**config.mk**
```make
export PLATFORM = sky130hd
export DESIGN_NAME = mo_mul_arbiter_flat
export DESIGN_NICKNAME = d
export VERILOG_FILES = /design/src/rtl/mo_mul_arbiter_pkg.sv /design/src/rtl/mo_mul_arbiter_if.sv /design/src/rtl/mo_mul.sv /design/src/rtl/mo_mul_arbiter_rr.sv /design/src/rtl/mo_mul_arbiter.sv /design/src/flat_wrapper.sv
export SDC_FILE = /design/constraint.sdc
export NUM_CORES = 1
export LEC_CHECK = 0
export BUFFER_PORTS_ARGS = -buffer_cell sky130_fd_sc_hd__buf_2
export CAP_MARGIN = 20
export CORE_ASPECT_RATIO = 0.9
export CORE_MARGIN = 2
export CORE_UTILIZATION = 40
export DETAILED_ROUTE_END_ITERATION = 10
export SLEW_MARGIN = 20
export SYNTH_ARGS = -nofsm -noshare
export SYNTH_HDL_FRONTEND = slang
export SYNTH_SLANG_ARGS = --single-unit
```
**constraint.sdc**
```tcl
create_clock -name clk -period 14.73 [get_ports clk]
set_clock_uncertainty 0.2 [all_clocks]
set_input_delay 2.2095 -clock clk [delete_from_list [all_inputs] [get_ports clk]]
set_output_delay 2.2095 -clock clk [all_outputs]
set_load 0.05 [all_outputs]
```
**src/rtl/mo_mul_arbiter_pkg.sv**
```systemverilog
// Shared constants and helpers for the Montgomery-multiplier arbiter slice.
// Kyber field defaults; arbitration and Montgomery-constant helper functions.
package mo_mul_arbiter_pkg;

  localparam int unsigned MOD_Q             = 3329;
  localparam int unsigned DEF_DATA_WIDTH    = 12;
  localparam int unsigned DEF_MUL_STAGE_CNT = 4;

  // Widest requester vector rr_pick can search.
  localparam int unsigned RR_MAX = 32;

  typedef struct packed {
    logic        hit;
    logic [31:0] idx;
  } rr_pick_t;

  // First set bit of eligible[n-1:0] at or after ptr, wrapping at n.
  function automatic rr_pick_t rr_pick(input logic [RR_MAX-1:0] eligible,
                                       input int unsigned ptr,
                                       input int unsigned n);
    rr_pick_t    r;
    int unsigned i;
    r = '0;
    for (int unsigned k = 0; k < RR_MAX; k++) begin
      i = ptr + k;
      if (i >= n) i = i - n;
      if (k < n && !r.hit && eligible[i[4:0]]) begin
        r.hit = 1'b1;
        r.idx = i;
      end
    end
    return r;
  endfunction

  // -q^-1 mod 2^w via Newton iteration (q odd, w <= 31).
  function automatic logic [31:0] mont_qprime(input int unsigned q, input int unsigned w);
    logic [31:0] inv;
    inv = q;
    for (int unsigned i = 0; i < 5; i++) inv = inv * (32'd2 - q * inv);
    return (32'd0 - inv) & ((32'd1 << w) - 32'd1);
  endfunction

endpackage

```
**src/rtl/mo_mul_arbiter_if.sv**
```systemverilog
// Requester-side bus of the shared Montgomery multiplier arbiter.
interface mo_mul_arbiter_if
  import mo_mul_arbiter_pkg::*;
#(
  parameter int unsigned REQ_CNT    = 4,
  parameter int unsigned DATA_WIDTH = DEF_DATA_WIDTH
);
  logic [REQ_CNT-1:0]                 req_valid;
  logic [REQ_CNT-1:0]                 req_ready;
  logic [REQ_CNT-1:0][DATA_WIDTH-1:0] req_a;
  logic [REQ_CNT-1:0][DATA_WIDTH-1:0] req_b;
  logic [REQ_CNT-1:0]                 rsp_valid;
  logic [DATA_WIDTH-1:0]              rsp_data;
  logic                               busy;

  modport master (output req_valid, req_a, req_b,
                  input  req_ready, rsp_valid, rsp_data, busy);
  modport slave  (input  req_valid, req_a, req_b,
                  output req_ready, rsp_valid, rsp_data, busy);
endinterface

```
**src/rtl/mo_mul.sv**
```systemverilog
// Pipelined Montgomery multiplier: result = a*b*2^-DATA_WIDTH mod Q after MUL_STAGE_CNT cycles.
module mo_mul
  import mo_mul_arbiter_pkg::*;
#(
  parameter int unsigned DATA_WIDTH    = DEF_DATA_WIDTH,
  parameter int unsigned Q             = MOD_Q,
  parameter int unsigned MUL_STAGE_CNT = DEF_MUL_STAGE_CNT
) (
  input  logic                  clk,
  input  logic [DATA_WIDTH-1:0] a,
  input  logic [DATA_WIDTH-1:0] b,
  output logic [DATA_WIDTH-1:0] result
);
  localparam int unsigned W = DATA_WIDTH;
  localparam logic [W-1:0] Q_PRIME = W'(mont_qprime(Q, W));

  logic [W-1:0]   a_q, b_q;
  logic [2*W-1:0] t;
  logic [W-1:0]   m;
  logic [2*W:0]   u_full;
  logic [W:0]     u;
  logic [W-1:0]   redc;

  always_ff @(posedge clk) begin
    a_q <= a;
    b_q <= b;
  end

  always_comb begin
    t      = (2*W)'(a_q) * (2*W)'(b_q);
    m      = t[W-1:0] * Q_PRIME;
    u_full = (2*W+1)'(t) + (2*W+1)'(m) * (2*W+1)'(Q);
    u      = (W+1)'(u_full >> W);
    redc   = (u >= (W+1)'(Q)) ? W'(u - (W+1)'(Q)) : u[W-1:0];
  end

  // Operand registers are stage 0; remaining stages delay the reduced value.
  if (MUL_STAGE_CNT == 1) begin : g_one
    assign result = redc;
  end else begin : g_pipe
    logic [W-1:0] res_q [MUL_STAGE_CNT-1];
    always_ff @(posedge clk) begin
      res_q[0] <= redc;
      for (int unsigned i = 1; i < MUL_STAGE_CNT - 1; i++) res_q[i] <= res_q[i-1];
    end
    assign result = res_q[MUL_STAGE_CNT-2];
  end

endmodule

```
**src/rtl/mo_mul_arbiter_rr.sv**
```systemverilog
// Round-robin arbiter: eligible vector to one-hot grant, pointer advances past each winner.
module rr_arbiter
  import mo_mul_arbiter_pkg::*;
#(
  parameter int unsigned REQ_CNT = 4,
  parameter int unsigned ID_W    = $clog2(REQ_CNT)
) (
  input  logic               clk,
  input  logic               rst,
  input  logic [REQ_CNT-1:0] eligible,
  output logic [REQ_CNT-1:0] grant,
  output logic               grant_any,
  output logic [ID_W-1:0]    grant_id
);
  logic [ID_W-1:0]   rr_ptr;
  logic [RR_MAX-1:0] elig_w;
  rr_pick_t          pick;

  always_comb begin
    elig_w                = '0;
    elig_w[REQ_CNT-1:0]   = eligible;
    pick                  = rr_pick(elig_w, 32'(rr_ptr), REQ_CNT);
    grant_any             = pick.hit;
    grant_id              = ID_W'(pick.idx);
    grant                 = '0;
    if (pick.hit) grant[grant_id] = 1'b1;
  end

  always_ff @(posedge clk) begin
    if (!rst) begin
      rr_ptr <= '0;
    end else if (grant_any) begin
      rr_ptr <= (grant_id == ID_W'(REQ_CNT - 1)) ? '0 : grant_id + 1'b1;
    end
  end

endmodule

```
**src/rtl/mo_mul_arbiter.sv**
```systemverilog
// Shares one mo_mul pipeline among REQ_CNT requesters; a tag shadow pipeline
// routes each result back to its owner MUL_STAGE_CNT cycles after the handshake.
module mo_mul_arbiter
  import mo_mul_arbiter_pkg::*;
#(
  parameter int unsigned REQ_CNT       = 4,
  parameter int unsigned DATA_WIDTH    = DEF_DATA_WIDTH,
  parameter int unsigned MUL_STAGE_CNT = DEF_MUL_STAGE_CNT,
  parameter int unsigned MAX_OUT       = 4
) (
  input  logic           clk,
  input  logic           rst,
  mo_mul_arbiter_if.slave bus
);
  localparam int unsigned ID_W  = $clog2(REQ_CNT);
  localparam int unsigned CNT_W = $clog2(MAX_OUT + 1);

  typedef struct packed {
    logic            vld;
    logic [ID_W-1:0] id;
  } tag_t;

  logic [CNT_W-1:0]      out_cnt [REQ_CNT];
  logic [REQ_CNT-1:0]    eligible;
  logic [REQ_CNT-1:0]    grant;
  logic                  grant_any;
  logic [ID_W-1:0]       grant_id;
  logic [DATA_WIDTH-1:0] mul_a, mul_b;
  tag_t                  tag_q [MUL_STAGE_CNT];
  tag_t                  tag_last;
  logic [REQ_CNT-1:0]    rsp_vld;
  logic                  any_vld;

  // Eligibility looks only at registered counts; held off entirely during reset.
  always_comb begin
    eligible = '0;
    for (int unsigned i = 0; i < REQ_CNT; i++) begin
      eligible[i] = rst && bus.req_valid[i] && (out_cnt[i] < CNT_W'(MAX_OUT));
    end
  end

  rr_arbiter #(
    .REQ_CNT (REQ_CNT),
    .ID_W    (ID_W)
  ) u_arb (
    .clk       (clk),
    .rst       (rst),
    .eligible  (eligible),
    .grant     (grant),
    .grant_any (grant_any),
    .grant_id  (grant_id)
  );

  assign bus.req_ready = grant;

  always_comb begin
    mul_a = '0;
    mul_b = '0;
    if (grant_any) begin
      mul_a = bus.req_a[grant_id];
      mul_b = bus.req_b[grant_id];
    end
  end

  mo_mul #(
    .DATA_WIDTH    (DATA_WIDTH),
    .Q             (MOD_Q),
    .MUL_STAGE_CNT (MUL_STAGE_CNT)
  ) u_mul (
    .clk    (clk),
    .a      (mul_a),
    .b      (mul_b),
    .result (bus.rsp_data)
  );

  always_ff @(posedge clk) begin
    if (!rst) begin
      for (int unsigned i = 0; i < MUL_STAGE_CNT; i++) tag_q[i] <= '0;
    end else begin
      tag_q[0] <= tag_t'{vld: grant_any, id: grant_id};
      for (int unsigned i = 1; i < MUL_STAGE_CNT; i++) tag_q[i] <= tag_q[i-1];
    end
  end

  // Outputs are masked while rst is low so nothing leaks in the cycle reset is first seen.
  always_comb begin
    tag_last = tag_q[MUL_STAGE_CNT-1];
    rsp_vld  = '0;
    any_vld  = 1'b0;
    if (rst && tag_last.vld) rsp_vld[tag_last.id] = 1'b1;
    for (int unsigned i = 0; i < MUL_STAGE_CNT; i++) any_vld = any_vld | tag_q[i].vld;
  end

  assign bus.rsp_valid = rsp_vld;
  assign bus.busy      = rst && any_vld;

  always_ff @(posedge clk) begin
    for (int unsigned i = 0; i < REQ_CNT; i++) begin
      if (!rst) begin
        out_cnt[i] <= '0;
      end else if (grant[i] && !rsp_vld[i]) begin
        out_cnt[i] <= out_cnt[i] + 1'b1;
      end else if (!grant[i] && rsp_vld[i]) begin
        out_cnt[i] <= out_cnt[i] - 1'b1;
      end
    end
  end

  always_ff @(posedge clk) begin
    if (rst) begin
      for (int unsigned i = 0; i < REQ_CNT; i++) begin
        assert (out_cnt[i] <= CNT_W'(MAX_OUT));
        assert (!(rsp_vld[i] && out_cnt[i] == '0));
      end
    end
  end

endmodule

```
**src/flat_wrapper.sv**
```systemverilog
// flat-port wrapper written by rule: the top's interface ports become plain ports
module mo_mul_arbiter_flat import mo_mul_arbiter_pkg::*;
#(
  parameter int unsigned REQ_CNT       = 4,
  parameter int unsigned DATA_WIDTH    = DEF_DATA_WIDTH,
  parameter int unsigned MUL_STAGE_CNT = DEF_MUL_STAGE_CNT,
  parameter int unsigned MAX_OUT       = 4
)
  (clk, rst, bus_req_valid, bus_req_a, bus_req_b, bus_req_ready, bus_rsp_valid, bus_rsp_data, bus_busy);
  mo_mul_arbiter_if #(.REQ_CNT(REQ_CNT), .DATA_WIDTH(DATA_WIDTH)) bus_i ();
  input  logic clk;
  input  logic rst;
  input wire logic [$bits(bus_i.req_valid)-1:0] bus_req_valid;
  input wire logic [$bits(bus_i.req_a)-1:0] bus_req_a;
  input wire logic [$bits(bus_i.req_b)-1:0] bus_req_b;
  output wire logic [$bits(bus_i.req_ready)-1:0] bus_req_ready;
  output wire logic [$bits(bus_i.rsp_valid)-1:0] bus_rsp_valid;
  output wire logic [$bits(bus_i.rsp_data)-1:0] bus_rsp_data;
  output wire logic [$bits(bus_i.busy)-1:0] bus_busy;
  assign bus_i.req_valid = bus_req_valid;
  assign bus_i.req_a = bus_req_a;
  assign bus_i.req_b = bus_req_b;
  assign bus_req_ready = bus_i.req_ready;
  assign bus_rsp_valid = bus_i.rsp_valid;
  assign bus_rsp_data = bus_i.rsp_data;
  assign bus_busy = bus_i.busy;
  mo_mul_arbiter #(.REQ_CNT(REQ_CNT), .DATA_WIDTH(DATA_WIDTH), .MUL_STAGE_CNT(MUL_STAGE_CNT), .MAX_OUT(MAX_OUT)) u_core (.clk(clk), .rst(rst), .bus(bus_i));
endmodule
```
==> results.cfg <==
[outcome]
status = finished clean

[route]
drt-pass1-iter-count = 5
num_vias = 10100
ant_nets = 0
avgViaCountPerCell = 5.16
detail_route.wl_per_cell_um = 14.8
drtIter0Drc = 517
drt_wl_total_mm = 29.0
drc = 0

[place]
routabilityCongestion = 0.901
dp_hpwl_mm = 24.0
port_buffers = 122

[sta]
fmaxAchievable_mhz = 78.9
rsz0062_at_grt = false
hold_viol_final = 0
tightestPinTransition_ns = 0.775
fin_setup_tns_ns = 0
slew_headroom_pct = 48.0
period_minus_slack_ns = 12.67
layout_worst_path_cycle_share_pct = 86.0
slew_violations = 0
setup_violations = 0

[flow_run]
cap_viol_max_count = 0

[logic_synthesis]
synthTopCellsByArea = fa_1 (24%), ha_1 (19%), dfxtp_1 (11%), inv_1 (7.4%), nand2_1 (4.9%)
synth_cells = 1467
netlist_top_cells_count = inv_1 (256), ha_1 (195), nand2_1 (170)
syn_area_um2 = 12900
synth_largest_area_cell = fa_1
synth-edff-count = 12
netlist-cell-type-count = 70
syn_nets = 1918
synth.top_cell.area_share_pct = 23.8
synth_async_sr_flop_share_pct = 0
avgSynthCellArea_um2 = 8.83
synth-seq-area-share_pct = 14.2
yosys_warnings = 0
yosysMostFrequentCell = inv_1
synth-seq-cells = 86
synth_flop_cell = dfxtp_1

[die]
die_area_um2 = 33800
fp-row-count = 62
num_io_pins = 123
initial_core_util_pct = 40.6
core-area_um2 = 31900
chipWidth_um = 194
die_h_um = 175

[cts]
clockBufferDepth = 2
cts_buffers = 9
cts_setup_buffers = 0
cts_sinks = 86
hold_buffers = 0
cts_root_buf = clkbuf_16
insertion_delay_ns = 0.36
cts_tree = built
h-tree-depth = 3
clk_pin_slew_ns = 0.07
cts_resized = 0

[finish]
multi_input_area_um2 = 9860
fillCellCount = 3127
ff_latch_area_um2 = 1840
area_growth_pct = 9.40
final_util_pct = 44.4
finalNetCount = 1991
insertedDiodeCount = 0
drive_above_1_share_pct = 11.1

[global_routing]
grt.overflow.total = 0
grt_max_degree = 53
grt_usage_pct = 17.6
grt_pass1_wl_mm = 49.2
grt_pass1_vias = 10100
antenna_found_initial = 0

[worst_setup_path]
timing.critical_path.mode_cell = fa_1
worstPathRequired_ns = 14.78
cpMaxStageDelayCell = dfxtp_1
crit_type = flip-flop to flip-flop
start_kind = flip-flop
end_kind = flip-flop
critPathMaxStageDelay_ns = 0.64
path_max_fanout = 12
cp_data_arrival_time_ns = 12.71

[hold_path]
min_path_type = flip-flop to flip-flop
-- state kept, by name (all words and copies together) (netlist names) --
name,flops
u_core.u_mul.a_q,12
u_core.u_mul.g_pipe.res_q,36
u_core.tag_q,12
u_core.u_mul.b_q,12
u_core.out_cnt,12
u_core.u_arb.rr_ptr,2
-- path summary, 6_finish.rpt --
check / start / to / slack, ns / depth (start not counted)
setup / recovery: u_core.u_mul.a_q[3]$_SDFF_PP0_ / u_core.u_mul.g_pipe.res_q[0][1]$_DFF_P_ / 2.06 / 40
hold / removal: u_core.u_mul.g_pipe.res_q[0][6]$_DFF_P_ / u_core.u_mul.g_pipe.res_q[0][18]$_DFF_P_ / 0.12 / 0
setup reg to reg: u_core.u_mul.a_q[3]$_SDFF_PP0_ / u_core.u_mul.g_pipe.res_q[0][1]$_DFF_P_ / 2.06 / 40
hold reg to reg: u_core.u_mul.g_pipe.res_q[0][6]$_DFF_P_ / u_core.u_mul.g_pipe.res_q[0][18]$_DFF_P_ / 0.12 / 0
-- cells by family after synthesis --
| group | share of synthesized area, % |
|---|---|
| AO/OA/AOI/OAI | 12.5 |
| XOR/XNOR | 3.89 |
| adder cells (fa/ha/maj) | 42.6 |
| buffers and inverters | 9.71 |
| flip-flops | 14.2 |
| multiplexers | 0.522 |
| AND/OR/NAND/NOR | 16.5 |
-- worst max-delay path: cells and delay by family (launching register included) --
kind	cells	cell delay, ns
compound gates	3	0.56
xor+xnor	8	2.02
fa+ha+maj	16	6.88
buf+inv	7	0.43
flops	1	0.64
mux	1	0.32
simple gates	5	1.48
-- routing by layer --
layer  global-route usage, %  part of all wire [%]
met5                       0                     0
met4                    4.33                   1.1
met3                    1.93                   3.2
met2                    28.8                    48
met1                    24.9                    48
-- stage by stage --
stage / instances / worst slack, ns / hold WS [ns] / instance area [um2]
after floorplan: 1467 / 3.07 / 0.110 / 12900
after global placement: 1944 / 2.31 / 0.110 / 13800
after detailed placement: 1944 / 2.17 / 0.112 / 13800
after CTS: 1960 / 2.11 / 0.124 / 14100
after global routing: 1961 / 1.29 / 0.129 / 14200
final: 1961 / 2.06 / 0.119 / 14200
-- layout make-up --
| class | instances | area share, % |
|---|---|---|
| flip-flops and latches | 86 | 13.0 |
| repair buffers | 126 | 4.61 |
| inverters | 257 | 6.81 |
| clock buffers | 9 | 1.59 |
| multi-input cells | 1060 | 69.6 |
| clock inverters | 7 | 0.724 |
| well taps | 416 | 3.67 |
-- cells in the final DEF (no fill, tap or decap), types with 6 or more instances in the layout --
| cell type | Yosys | routed |
|---|---|---|
| a211oi_1 | 35 | 35 |
| a21o_1 | 11 | 11 |
| a21oi_1 | 46 | 46 |
| a311oi_1 | 30 | 30 |
| a31oi_1 | 7 | 7 |
| and2_1 | 101 | 101 |
| and3_1 | 8 | 8 |
| buf_2 | 3 | 122 |
| clkbuf_16 | 0 | 9 |
| dfxtp_1 | 74 | 74 |
| edfxtp_1 | 12 | 12 |
| fa_1 | 154 | 154 |
| ha_1 | 195 | 195 |
| inv_1 | 256 | 256 |
| nand2_1 | 170 | 170 |
| nand3_1 | 23 | 22 |
| nand4_1 | 9 | 9 |
| nor2_1 | 50 | 50 |
| nor2b_1 | 9 | 9 |
| nor3_1 | 12 | 12 |
| nor3b_1 | 9 | 9 |
| o21a_1 | 6 | 6 |
| o21ai_0 | 27 | 26 |
| or2_2 | 6 | 6 |
| or3_1 | 6 | 6 |
| xnor2_1 | 41 | 41 |
| xor2_1 | 14 | 14 |
Power is not shown: default switching activity piles up to over one toggle a cycle in this logic, so the estimate is an artifact.
